$ cat config.mk
export PLATFORM = sky130hd
export DESIGN_NAME = led_ctrl_input
export DESIGN_NICKNAME = d
export VERILOG_FILES = /design/src/rtl/led_ctrl_pkg.sv /design/src/rtl/led_ctrl_input_btn_conditioner.sv /design/src/rtl/led_ctrl_input.sv
export SDC_FILE = /design/constraint.sdc
export NUM_CORES = 1
export LEC_CHECK = 0
export ABC_AREA = 1
export BUFFER_PORTS_ARGS = -buffer_cell sky130_fd_sc_hd__buf_2
export CORE_UTILIZATION = 40
export CTS_CLUSTER_DIAMETER = 40
export DETAILED_ROUTE_END_ITERATION = 8
export HOLD_SLACK_MARGIN = 0.1
export SLEW_MARGIN = 20
export SYNTH_ARGS = -nofsm -noshare
export SYNTH_HDL_FRONTEND = slang
export SYNTH_SLANG_ARGS = --single-unit
$ cat constraint.sdc
create_clock -name clk -period 1.45 [get_ports clk]
set_clock_uncertainty 0.15 [all_clocks]
set_input_delay 0.2175 -clock clk [delete_from_list [all_inputs] [get_ports clk]]
set_output_delay 0.2175 -clock clk [all_outputs]
set_load 0.05 [all_outputs]
$ cat src/rtl/led_ctrl_pkg.sv
// Shared constants for the LED controller input block.
package led_ctrl_pkg;
  localparam int DB_LEN_DEF    = 16;
  localparam int FAST_LOG2_DEF = 24;
  localparam int SLOW_LOG2_DEF = 27;

  localparam logic SPEED_FAST = 1'b0;
  localparam logic SPEED_SLOW = 1'b1;

  localparam int NUM_BTN   = 2;
  localparam int BTN_EN    = 0;
  localparam int BTN_SPEED = 1;
endpackage

$ cat src/rtl/led_ctrl_input_btn_conditioner.sv
// Push-button conditioner: 2-flop sync, optional debounce, rising-edge pulse.
// Debounce window is compiled in only when LED_CTRL_DEBOUNCE_EN is defined.
module btn_conditioner
  import led_ctrl_pkg::*;
#(
  parameter int DB_LEN = DB_LEN_DEF
) (
  input  logic clk,
  input  logic rst,
  input  logic btn,
  output logic pulse
);

  if (DB_LEN < 2 || DB_LEN > 64) begin : g_bad_db_len
    $error("btn_conditioner: DB_LEN must be within 2..64");
  end

  logic [1:0] sync;
  logic       db;
  logic       db_nxt;

`ifdef LED_CTRL_DEBOUNCE_EN
  logic [DB_LEN-1:0] sr;

  // Level only moves on a unanimous window; mixed samples hold it.
  always_comb begin
    db_nxt = db;
    if (&sr)       db_nxt = 1'b1;
    else if (~|sr) db_nxt = 1'b0;
  end

  always_ff @(posedge clk) begin
    if (rst) sr <= '0;
    else     sr <= {sr[DB_LEN-2:0], sync[1]};
  end
`else
  assign db_nxt = sync[1];
`endif

  // db holds the previous level, so the pulse marks the cycle the level rises.
  always_ff @(posedge clk) begin
    if (rst) begin
      sync  <= '0;
      db    <= 1'b0;
      pulse <= 1'b0;
    end else begin
      sync  <= {sync[0], btn};
      db    <= db_nxt;
      pulse <= db_nxt & ~db;
    end
  end

endmodule

$ cat src/rtl/led_ctrl_input.sv
// LED controller input: button toggles for en/speed plus a rate-selected tick.
// Build option LED_CTRL_DEBOUNCE_EN enables the debounce window in each button path.
module led_ctrl_input
  import led_ctrl_pkg::*;
#(
  parameter int DB_LEN    = DB_LEN_DEF,
  parameter int FAST_LOG2 = FAST_LOG2_DEF,
  parameter int SLOW_LOG2 = SLOW_LOG2_DEF
) (
  input  logic clk,
  input  logic rst,
  input  logic btn_en,
  input  logic btn_speed,
  output logic en,
  output logic speed,
  output logic tick
);

  if (SLOW_LOG2 <= FAST_LOG2 || FAST_LOG2 < 1) begin : g_bad_log2
    $error("led_ctrl_input: need 1 <= FAST_LOG2 < SLOW_LOG2");
  end

  logic [NUM_BTN-1:0] raw;
  logic [NUM_BTN-1:0] pulse;

  assign raw[BTN_EN]    = btn_en;
  assign raw[BTN_SPEED] = btn_speed;

  for (genvar b = 0; b < NUM_BTN; b++) begin : g_btn
    btn_conditioner #(.DB_LEN(DB_LEN)) u_cond (
      .clk  (clk),
      .rst  (rst),
      .btn  (raw[b]),
      .pulse(pulse[b])
    );
  end

  logic [SLOW_LOG2-1:0] cnt;
  logic                 fast_hit;
  logic                 slow_hit;

  assign fast_hit = &cnt[FAST_LOG2-1:0];
  assign slow_hit = &cnt;

  // cnt free-runs through speed changes so a rate switch never restarts the period.
  always_ff @(posedge clk) begin
    if (rst) begin
      cnt   <= '0;
      en    <= 1'b0;
      speed <= SPEED_FAST;
      tick  <= 1'b0;
    end else begin
      cnt   <= cnt + 1'b1;
      en    <= en ^ pulse[BTN_EN];
      speed <= speed ^ pulse[BTN_SPEED];
      tick  <= en & ((speed == SPEED_SLOW) ? slow_hit : fast_hit);
    end
  end

endmodule

==> results by group, run 1 <==
Clock network
  – CTS Sinks: 38
  – CTS clk-pin slew, worst paths: 0.08 ns
  – Max H-tree Level: 2
  – CTS tree: done
  – Root buf cell: clkbuf_8
  – CTS Buf Count: 5
  – Deepest clock path buffer count: 2
  – Clk_lat worst skew: 0.29 ns

Worst setup path
  – Slowest cell on the critical path: dfxtp_2
  – Critical Path AT: 1.48 ns
  – Delay-heaviest family, CP: simple AND/OR/NAND/NOR gates
  – Reg2Reg Depth: 8
  – Crit path cell chain: ha_2 > nand2_4 > nor2_4 > nand3_2 > nor2_2 > nand2_1 > nand2_1 > nor2_1
  – Worst reg2reg startpoint: cnt[1]$_SDFF_PP0_
  – Crit path largest cell delay: 0.34 ns
  – Largest fanout on the critical path: 4
  – R2R Path End: cnt[20]$_SDFF_PP0_
  – Critical Path RT: 1.49 ns
  – Most frequent CP cell: nand2_1
  – Endpoint class of the critical path: flop
  – WS Path Type: flop to flop
  – Reg2reg setup slack: 0.009 ns
  – Crit start category: flop
  – Buf+Inv Stages, Crit Path: 0

Timing
  – Setup TNS: 0 ns
  – Rel. slew slack: 76.0%
  – Final setup vio count: 0
  – RSZ-0062 raised after global routing: true
  – Worst-margin pin slew: 0.360 ns
  – Final Max Slew Viols: 0
  – Final period util: 99.4%
  – Minimum clock period: 1.44 ns
  – Fmax: 694 MHz
  – Endpoints failing hold: 0

Power and ir drop
  – VDD IR max: 0.000731 V
  – Power Density: 950 nW/µm²
  – Pleak: 0.887 nW

Global routing
  – Vias in the first global route: 1,496
  – Remaining Overflow, GRT: 0
  – Overall Global Routing Usage: 18.7%
  – Initial antenna violation count: 0
  – Global-route wire length before repair: 6470 µm
  – Largest net degree at the start of global routing: 23

Logic synthesis
  – Syn_area_per_cell: 7.00 µm²
  – Leading area contributor after synthesis: dfxtp_1
  – Dominant cells by area after synthesis: dfxtp_1 42%, nand2_1 11%, nor2_1 10%
  – Synthesized flop and latch total: 38
  – YS warnings: 0
  – Post-Syn Instances: 256
  – Synth unique cells: 23
  – Top-area cell type share of the netlist area: 42.5%
  – Net Count, Synth: 261
  – Cell area after synthesis: 1790 µm²
  – Sequential-to-total area share from yosys stat: 42.5%

Drt
  – First DRT Iteration DRCs: 112
  – DRT antenna net count: 0
  – Drt wl/cell: 11.1 µm
  – Vias per std cell: 4.69
  – Total number of vias: 1,563
  – Total iterations of the first detailed-routing run: 4
  – Drt drc: 0
  – WL final: 3700 µm

Floorplanning
  – CORE AREA: 4140 µm²
  – Die X: 68.9 µm
  – Die area: 4750 µm²
  – Starting Density: 43.2%
  – IO Count: 7
  – Die height: 68.9 µm
  – # rows: 23

Min path
  – Hold EP: cnt[7]$_SDFF_PP0_
  – Worst Hold Launch: rst
  – Worst hold path class: input pin to flop
  – Hold depth: 4

Layout
  – Layout net count: 287
  – Fill cell count: 438
  – # diodes: 0
  – Non-Filler Instances: 333
  – Share of layout cells above drive strength 1: 23.3%
  – Area Growth Syn to Fin: 20.7%

Placed design
  – I/O Buffers: 6
  – RD Place Congestion: 0.852
  – Placed cell count: 321
  – Final HPWL DP: 2670 µm

Status
  – Status: finished, final reports clean

Flow run
  – MaxCap Viol Count: 0
## synthesized netlist by cell type
cell,instances
nand2_1,52
o21ai_0,6
clkbuf_1,2
nand2_2,6
nor2_1,50
nand4_1,7
nor3_1,4
or2_0,1
xor2_1,2
nor2_2,5
o21a_1,1
dfxtp_1,38
nand3_1,15
xnor2_1,3
nor2_4,9
ha_1,1
nand3_2,1
a211oi_1,1
o21bai_1,1
inv_1,35
inv_2,3
buf_1,1
a21oi_1,12
## cells in the final DEF (no fill, tap or decap)
cell | synthesis | layout
buf_4 | 0 | 14
xor2_1 | 2 | 2
dlygate4sd3_1 | 0 | 2
a21oi_1 | 12 | 12
xnor2_1 | 3 | 3
o21bai_1 | 1 | 1
buf_2 | 0 | 6
dfxtp_1 | 38 | 29
clkbuf_8 | 0 | 5
nand2_2 | 6 | 6
o21a_1 | 1 | 1
nand4_1 | 7 | 7
nand2_1 | 52 | 49
clkinvlp_4 | 0 | 1
dfxtp_2 | 0 | 9
ha_2 | 0 | 1
nor2_4 | 9 | 11
inv_2 | 3 | 3
clkbuf_1 | 2 | 1
a211oi_1 | 1 | 1
nand2_4 | 0 | 3
nand3_1 | 15 | 14
o21ai_1 | 0 | 1
inv_1 | 35 | 35
or2_0 | 1 | 1
o21ai_0 | 6 | 5
nor3_1 | 4 | 4
nor2_1 | 50 | 49
bufinv_16 | 0 | 1
nand3_2 | 1 | 2
nor2_2 | 5 | 4
## cell type report
class / instances / area, µm² / share of cell area [%]
Clock inverter: 2 / 37.5 / 1.74
Clock buffer: 6 / 72.6 / 3.36
Tap cell: 50 / 62.6 / 2.89
Sequential cell: 38 / 772 / 35.7
Multi-Input combinational cell: 177 / 920 / 42.5
Inverter: 38 / 143 / 6.60
Timing Repair Buffer: 22 / 155 / 7.18
## metrics by stage
step	utilization (%)	instance area [µm²]	setup slack, ns	hold slack [ns]	total power [mW]
2_1_floorplan	-	1790	0.0366	0.146	1.14
3_3_place_gp	47.4	1960	-0.00792	0.236	1.17
3_5_place_dp	47.4	1960	-0.0433	0.238	1.18
4_1_cts	51.0	2110	-0.000181	0.216	2.08
5_1_grt	52.2	2160	-0.0975	0.240	2.14
6_report	52.2	2160	0.00872	0.215	2.05
## registers in the layout, indices dropped and copies added (netlist names)
name / cells
en: 1
cnt: 27
g_btn.u_cond.sync: 4
g_btn.u_cond.pulse: 2
tick: 1
g_btn.u_cond.db: 2
speed: 1
## where the power goes
| group | internal, mW | total [mW] | switching [mW] |
|---|---|---|---|
| clock | 0.513 | 0.891 | 0.377 |
| combinational | 0.0386 | 0.0915 | 0.0529 |
| sequential | 1.06 | 1.07 | 0.00978 |
## how the worst max path moves through the flow
stage | startpoint | endpoint | slack, ns | cells past startpoint
final | cnt[1]$_SDFF_PP0_ | cnt[20]$_SDFF_PP0_ | 0.009 | 8
after CTS | cnt[0]$_SDFF_PP0_ | cnt[18]$_SDFF_PP0_ | -0.0002 | 8
after detailed placement | cnt[0]$_SDFF_PP0_ | cnt[22]$_SDFF_PP0_ | -0.04 | 8
after floorplan | cnt[0]$_SDFF_PP0_ | cnt[22]$_SDFF_PP0_ | 0.04 | 8
after global placement | cnt[0]$_SDFF_PP0_ | cnt[22]$_SDFF_PP0_ | -0.008 | 8
after global routing | cnt[1]$_SDFF_PP0_ | cnt[14]$_SDFF_PP0_ | -0.1 | 6
## kinds of logic after synthesis
family | after synthesis | synth area share (%)
fa+ha+maj | 1 | 0.698
flops | 38 | 42.5
buf+inv | 41 | 8.59
compound gates | 21 | 6.29
xor+xnor | 5 | 2.44
simple gates | 150 | 39.5
## routing by layer
layer	routed length (µm)	track usage, %	share of wire, %
met5	0	0	0
met4	58	5.87	1.6
met3	158	4.44	4.3
met2	1610	30.2	44
met1	1870	24.4	51
## worst min-delay path, stage by stage
cell     delay [ns]
buf_2          0.09
inv_1          0.16
nand2_1        0.12
nor2_1         0.03
## repair_timing
action	4_1_cts	5_1_grt
hold buffers	2	0
endpoints found under the hold margin	2	0
setup buffers	1	1
resized for setup	3	18
endpoints found under the setup margin	5	20
pin swaps	4	7
(Power assumes the default switching activity.)
==> run 2, diff against run 1 <==
- CORE_UTILIZATION: 40 -> 54
- PLACE_DENSITY: unset -> 0.74
==> results by group, run 2 (synthesis results as in run 1) <==
Status
  – Status: finished, final reports clean

Worst setup path
  – Most frequent CP cell: nor2_4
  – Largest fanout on the critical path: 8 (+4)
  – Crit start category: flop
  – Critical Path RT: 1.53 ns (+0.04 ns)
  – Slowest cell on the critical path: dfxtp_2
  – Crit path cell chain: buf_4 > nand2_1 > nor2_4 > nand2_2 > nor2_4 > xor2_1 > nor2_1
  – WS Path Type: flop to flop
  – Crit path largest cell delay: 0.34 ns (about the same)
  – Endpoint class of the critical path: flop
  – Critical Path AT: 1.52 ns (+0.04 ns)

Layout
  – Top flop regs: cnt x27, g_btn.u_cond.sync x4
  – Post-route cell area: 2060 µm² (-4.6%)
  – # diodes: 0 (unchanged)
  – Share of layout cells above drive strength 1: 21.5% (-1.8 points)
  – Biggest register: cnt
  – Most common cell after layout, fill and taps aside: nand2_1
  – Max FFs per register: 27 (unchanged)
  – Most frequent cells in the layout: 51 x nand2_1, 49 x nor2_1, 34 x inv_1
  – Non-Filler Instances: 323 (-3.0%)
  – Area Growth Syn to Fin: 15.1%
  – Layout net count: 283 (-1.4%)

Placed design
  – Final HPWL DP: 2570 µm (-3.6%)
  – RD Place Congestion: 0.844 (-0.87%)
  – Placed cell count: 311 (-3.1%)
  – I/O Buffers: 6 (unchanged)
  – Area post-placement: 1930 µm² (-1.9%)

Floorplanning
  – Die X: 59.6 µm (-14%)
  – Die area: 3550 µm² (-25%)
  – IO Count: 7 (unchanged)
  – Die height: 59.6 µm (-14%)
  – Starting Density: 57.7% (+15 points)
  – # rows: 20 (-13%)
  – CORE AREA: 3100 µm² (-25%)

Timing
  – Fmax: 692 MHz (-0.30%)
  – Endpoints failing hold: 0 (unchanged)
  – Final period util: 99.7% (+0.30 points)
  – Worst-margin pin slew: 0.241 ns (-0.120 ns)
  – Final setup vio count: 0 (unchanged)
  – Minimum clock period: 1.45 ns (+0.00432 ns)
  – Final Max Slew Viols: 0 (unchanged)
  – RSZ-0062 raised after global routing: true
  – Rel. slew slack: 83.9% (+8.0 points)

Clock network
  – Deepest clock path buffer count: 2 (unchanged)
  – CTS tree: done
  – CTS Buf Count: 5 (unchanged)
  – CTS Sinks: 38 (unchanged)
  – CTS clk-pin slew, worst paths: 0.10 ns (+0.02 ns)
  – Root buf cell: clkbuf_4
  – Clk_lat worst skew: 0.34 ns (+0.05 ns)
  – Max H-tree Level: 2 (unchanged)

Power and ir drop
  – P_sw: 0.379 mW (-14%)
  – Power Density: 829 nW/µm² (-13%)
  – Part of the power in registers: 62.6% (+10 points)
  – VDD IR max: 0.000657 V (-10%)
  – Pleak: 0.812 nW (-8.4%)
  – Sw Ratio: 22.1% (+0.71 points)
  – Comb power frac: 5.0% (+0.5 points)
  – Clock power share: 32.4% (-11 points)
  – Total power: 1.71 mW (-17%)
  – P_int: 1.33 mW (-17%)

Drt
  – Total iterations of the first detailed-routing run: 5 (+1)
  – DRT antenna net count: 0 (unchanged)
  – WL final: 3460 µm (-6.6%)
  – Vias per std cell: 4.91 (+4.5%)
  – Drt wl/cell: 10.7 µm (-3.7%)
  – First DRT Iteration DRCs: 77 (-31%)
  – Drt drc: 0 (unchanged)
  – Total number of vias: 1,585 (+1.4%)

Flow run
  – MaxCap Viol Count: 0 (unchanged)

Global routing
  – Initial antenna violation count: 0 (unchanged)
  – Vias in the first global route: 1,437 (-3.9%)
  – Global-route wire length before repair: 5890 µm (-9.0%)
  – Largest net degree at the start of global routing: 23 (unchanged)
  – Overall Global Routing Usage: 22.4% (+3.7 points)
  – Remaining Overflow, GRT: 0 (unchanged)

Min path
  – Worst hold path class: input pin to flop
[run 2: power by group through the flow]
stage / sequential (mW) / combinational (mW) / clock, mW
3_5_place_dp: 1.09 / 0.0801 / 0
5_1_grt: 1.07 / 0.0970 / 0.627
6_report: 1.07 / 0.0860 / 0.554
2_1_floorplan: 1.10 / 0.0433 / 0
3_3_place_gp: 1.09 / 0.0779 / 0
4_1_cts: 1.07 / 0.0846 / 0.577
[run 2: timing repair]
action / in CTS / in global routing
setup endpoints to repair: 4 / 19
buffers inserted: 0 / 2
pin swaps: 2 / 4
gates resized for setup: 2 / 14
hold endpoints to repair: 2 / 0
hold buffers: 2 / 0
[run 2: cell type report]
class                   instances  area, µm²
fillers                       300       1040
multi-input cells             177        910
clock buffers                   7       55.1
repair buffers                 18        125
well taps                      44       55.1
inverters                      38        143
flip-flops and latches         38        769
clock inverters                 1       5.00
[run 2: critical path: cells and delay by family (launching register included)]
kind                   cells  cell delay (ns)
flip-flops                 1             0.34
XOR/XNOR                   1             0.17
buffers and inverters      1             0.10
AND/OR/NAND/NOR            5             0.56
[run 2: per-stage QoR]
step | setup TNS, ns | util (%) | hold WS (ns) | setup WS (ns)
after global placement | -0.00435 | 62.1 | 0.229 | -0.00435
after CTS | 0 | 64.9 | 0.157 | 0.00333
after global routing | -0.557 | 66.5 | 0.162 | -0.0711
final | 0 | 66.5 | 0.160 | 0.00439
after floorplan | 0 | - | 0.146 | 0.0366
after detailed placement | -0.0762 | 62.1 | 0.229 | -0.0231
[run 2: worst paths after layout]
check	to	slack, ns	from	depth (start not counted)
worst min-delay path	cnt[0]$_SDFF_PP0_	0.16	rst	3
worst min register to register	g_btn[1].u_cond.pulse$_SDFF_PP0_	0.25	g_btn[1].u_cond.db$_SDFF_PP0_	1
worst max register to register	cnt[11]$_SDFF_PP0_	0.004	cnt[1]$_SDFF_PP0_	7
worst max-delay path	cnt[11]$_SDFF_PP0_	0.004	cnt[1]$_SDFF_PP0_	7
[run 2: per-layer routing]
metal  track usage (%)  vias to the layer above  part of all wire (%)
li1                  -                      836                     -
met2              36.9                       31                    46
met1              28.5                      714                    48
met3              4.59                        4                   4.3
met5                 0                        -                     0
met4              8.97                        0                   1.2
==> run 3, diff against run 2 <==
- ABC_AREA: 1 -> unset
- CORE_UTILIZATION: 54 -> 60
- PLACE_DENSITY: 0.74 -> 0.78
- clock period: 1.45 -> 1.7 ns (I/O delays scaled with it)
==> results by group, run 3 <==
Status
  – Status: finished, final reports clean

Logic synthesis
  – Post-Syn Instances: 167 (-35%)
  – Most common cell in the netlist: dfxtp_1
  – Cell area after synthesis: 1570 µm² (-12%)
  – Leading area contributor after synthesis: dfxtp_1
  – Post-synth EDFFs: 0 (unchanged)
  – Most frequent cells after synthesis: 38 x dfxtp_1, 16 x nor2_1, 12 x xor2_1, 11 x a21oi_1
  – Sequential-to-total area share from yosys stat: 48.4% (+5.9 points)
  – Most used DFF post-synth: dfxtp_1
  – Synthesized flop and latch total: 38 (unchanged)
  – Share of synthesized flip-flops with an asynchronous set or reset: 0% (unchanged)
  – Synth unique cells: 31 (+35%)
  – YS warnings: 0 (unchanged)
  – Syn_area_per_cell: 9.41 µm² (+34%)
  – Dominant cells by area after synthesis: dfxtp_1 48%, xor2_1 6.7%, nor2_1 3.8%
  – Top-area cell type share of the netlist area: 48.4% (+5.9 points)
  – Net Count, Synth: 172 (-34%)

Clock network
  – Clk_lat worst skew: 0.34 ns (about the same)
  – CTS Buf Count: 5 (unchanged)
  – CTS tree: done
  – CTS clk-pin slew, worst paths: 0.11 ns (about the same)
  – Deepest clock path buffer count: 2 (unchanged)
  – Root buf cell: clkbuf_4
  – CTS Sinks: 38 (unchanged)
  – Max H-tree Level: 2 (unchanged)

Worst setup path
  – Largest fanout on the critical path: 6 (-2)
  – Crit path cell chain: and4_4 > buf_4 > buf_4 > nand3_1 > or3_1 > a21oi_1
  – Slowest cell on the critical path: dfxtp_2
  – Critical Path Source: cnt[3]$_SDFF_PP0_
  – Endpoint class of the critical path: flop
  – Critical Path AT: 1.78 ns (+0.26 ns)
  – Buf+Inv Stages, Crit Path: 2 (+1)
  – WS Path Type: flop to flop
  – Most frequent CP cell: buf_4
  – Crit path largest cell delay: 0.34 ns (about the same)
  – Critical Path RT: 1.82 ns (+0.29 ns)
  – Worst reg2reg startpoint: cnt[3]$_SDFF_PP0_
  – Crit start category: flop
  – Reg2reg setup slack: 0.04 ns (+0.03 ns)
  – Delay-heaviest family, CP: simple AND/OR/NAND/NOR gates

Timing
  – Setup TNS: 0 ns (unchanged)
  – WHS: 0.144 ns (-0.0160 ns)
  – Final Max Slew Viols: 0 (unchanged)
  – Fmax: 601 MHz (-13%)
  – Final period util: 97.9% (-1.8 points)
  – Final worst-path setup slack: 0.0352 ns (+0.0308 ns)
  – Endpoints failing hold: 0 (unchanged)
  – Rel. slew slack: 78.0% (-5.9 points)
  – Worst-margin pin slew: 0.329 ns (+0.0886 ns)
  – Final setup vio count: 0 (unchanged)
  – Minimum clock period: 1.66 ns (+0.219 ns)

Drt
  – WL final: 3190 µm (-7.8%)
  – Total iterations of the first detailed-routing run: 4 (-1)
  – Drt drc: 0 (unchanged)
  – Met3 wire len: 132 µm (-11%)
  – Metal1 wirelength: 1390 µm (-17%)
  – DR WL met2: 1630 µm (+1.7%)
  – Highest routed layer: met4
  – Drt wl/cell: 14.0 µm (+31%)
  – First DRT Iteration DRCs: 48 (-38%)
  – Vias per std cell: 5.71 (+16%)
  – Total number of vias: 1,301 (-18%)
  – DRT antenna net count: 0 (unchanged)

Global routing
  – Overall Global Routing Usage: 24.7% (+2.3 points)
  – Initial antenna violation count: 0 (unchanged)
  – Global-route wire length before repair: 4960 µm (-16%)
  – Largest net degree at the start of global routing: 20 (-13%)
  – Vias in the first global route: 1,203 (-16%)
  – Remaining Overflow, GRT: 0 (unchanged)

Layout
  – # diodes: 0 (unchanged)
  – Area Growth Syn to Fin: 21.3%
  – Share of layout cells above drive strength 1: 26.8% (+5.3 points)
  – Max FFs per register: 27 (unchanged)
  – Biggest register: cnt
  – Final core occ: 76.9% (+10 points)
  – Most common cell after layout, fill and taps aside: dfxtp_1
  – Fill cell count: 171 (-43%)
  – Most frequent cells in the layout: 34 x dfxtp_1, 26 x buf_4, 16 x nor2_1
  – Top flop regs: cnt x27, g_btn.u_cond.sync x4
  – Layout net count: 203 (-28%)

Floorplanning
  – IO Count: 7 (unchanged)
  – Die height: 53.2 µm (-11%)
  – Die X: 53.2 µm (-11%)
  – CORE AREA: 2480 µm² (-20%)
  – Die area: 2830 µm² (-20%)
  – Starting Density: 63.4% (+5.7 points)
  – # rows: 18 (-10%)

Placed design
  – I/O Buffers: 6 (unchanged)
  – Final HPWL DP: 2030 µm (-21%)
  – RD Place Congestion: 0.785 (-7.1%)
  – Pre-CTS WS: -0.0663 ns (-0.0432 ns)

Power and ir drop
  – Pleak: 0.769 nW (-5.4%)
  – VDD IR max: 0.000815 V (+24%)
  – Power Density: 837 nW/µm² (+0.87%)
  – Total power: 1.59 mW (-6.8%)

Flow run
  – MaxCap Viol Count: 0 (unchanged)

Min path
  – Worst Hold Launch: rst
  – Worst hold path class: input pin to flop
[run 3: kinds of logic after synthesis]
family | Yosys count | synth area share, %
compound gates | 24 | 8.84
simple gates | 78 | 29.5
fa+ha+maj | 1 | 0.796
flops | 38 | 48.4
xor+xnor | 15 | 8.36
buf+inv | 11 | 4.06
[run 3: layout make-up]
cell class	instances	area [µm²]	share of cell area (%)
sequential	38	766	40.2
clock inverter	1	30.0	1.58
clock buffer	6	51.3	2.69
tap	30	37.5	1.97
timing repair buffer	34	245	12.9
multi-input combinational	119	776	40.7
[run 3: power by group]
group,switching [mW],internal [mW],leakage (nW)
logic,0.0368,0.0265,0.414
clock network,0.277,0.342,0.0443
registers,0.00705,0.905,0.310
[run 3: path summary, 6_finish.rpt]
| path | end | cells after the start |
|---|---|---|
| worst max-delay path | cnt[19]$_SDFF_PP0_ | 6 |
| worst min-delay path | en$_SDFF_PP0_ | 2 |
| worst max register to register | cnt[19]$_SDFF_PP0_ | 6 |
| worst min register to register | g_btn[1].u_cond.pulse$_SDFF_PP0_ | 1 |
[run 3: timing repair]
| item | in CTS | in global routing |
|---|---|---|
| hold endpoints to repair | 2 | 0 |
| endpoints found under the setup margin | 3 | 10 |
| cloned | 0 | 1 |
| pin swaps | 0 | 3 |
| hold buffers | 2 | 0 |
| buffers inserted | 3 | 3 |
| gates resized for setup | 3 | 9 |
[run 3: through the flow]
stage,std cells,cell area (µm²)
after global placement,212,1730
after detailed placement,212,1730
final,228,1910
after floorplan,167,1570
after global routing,228,1910
after CTS,224,1850
[run 3: routing by layer]
layer	vias to the layer above	GRT usage [%]
met5	-	0
met4	0	8.33
met3	6	6.03
met2	40	45.4
met1	597	27.2
li1	658	-
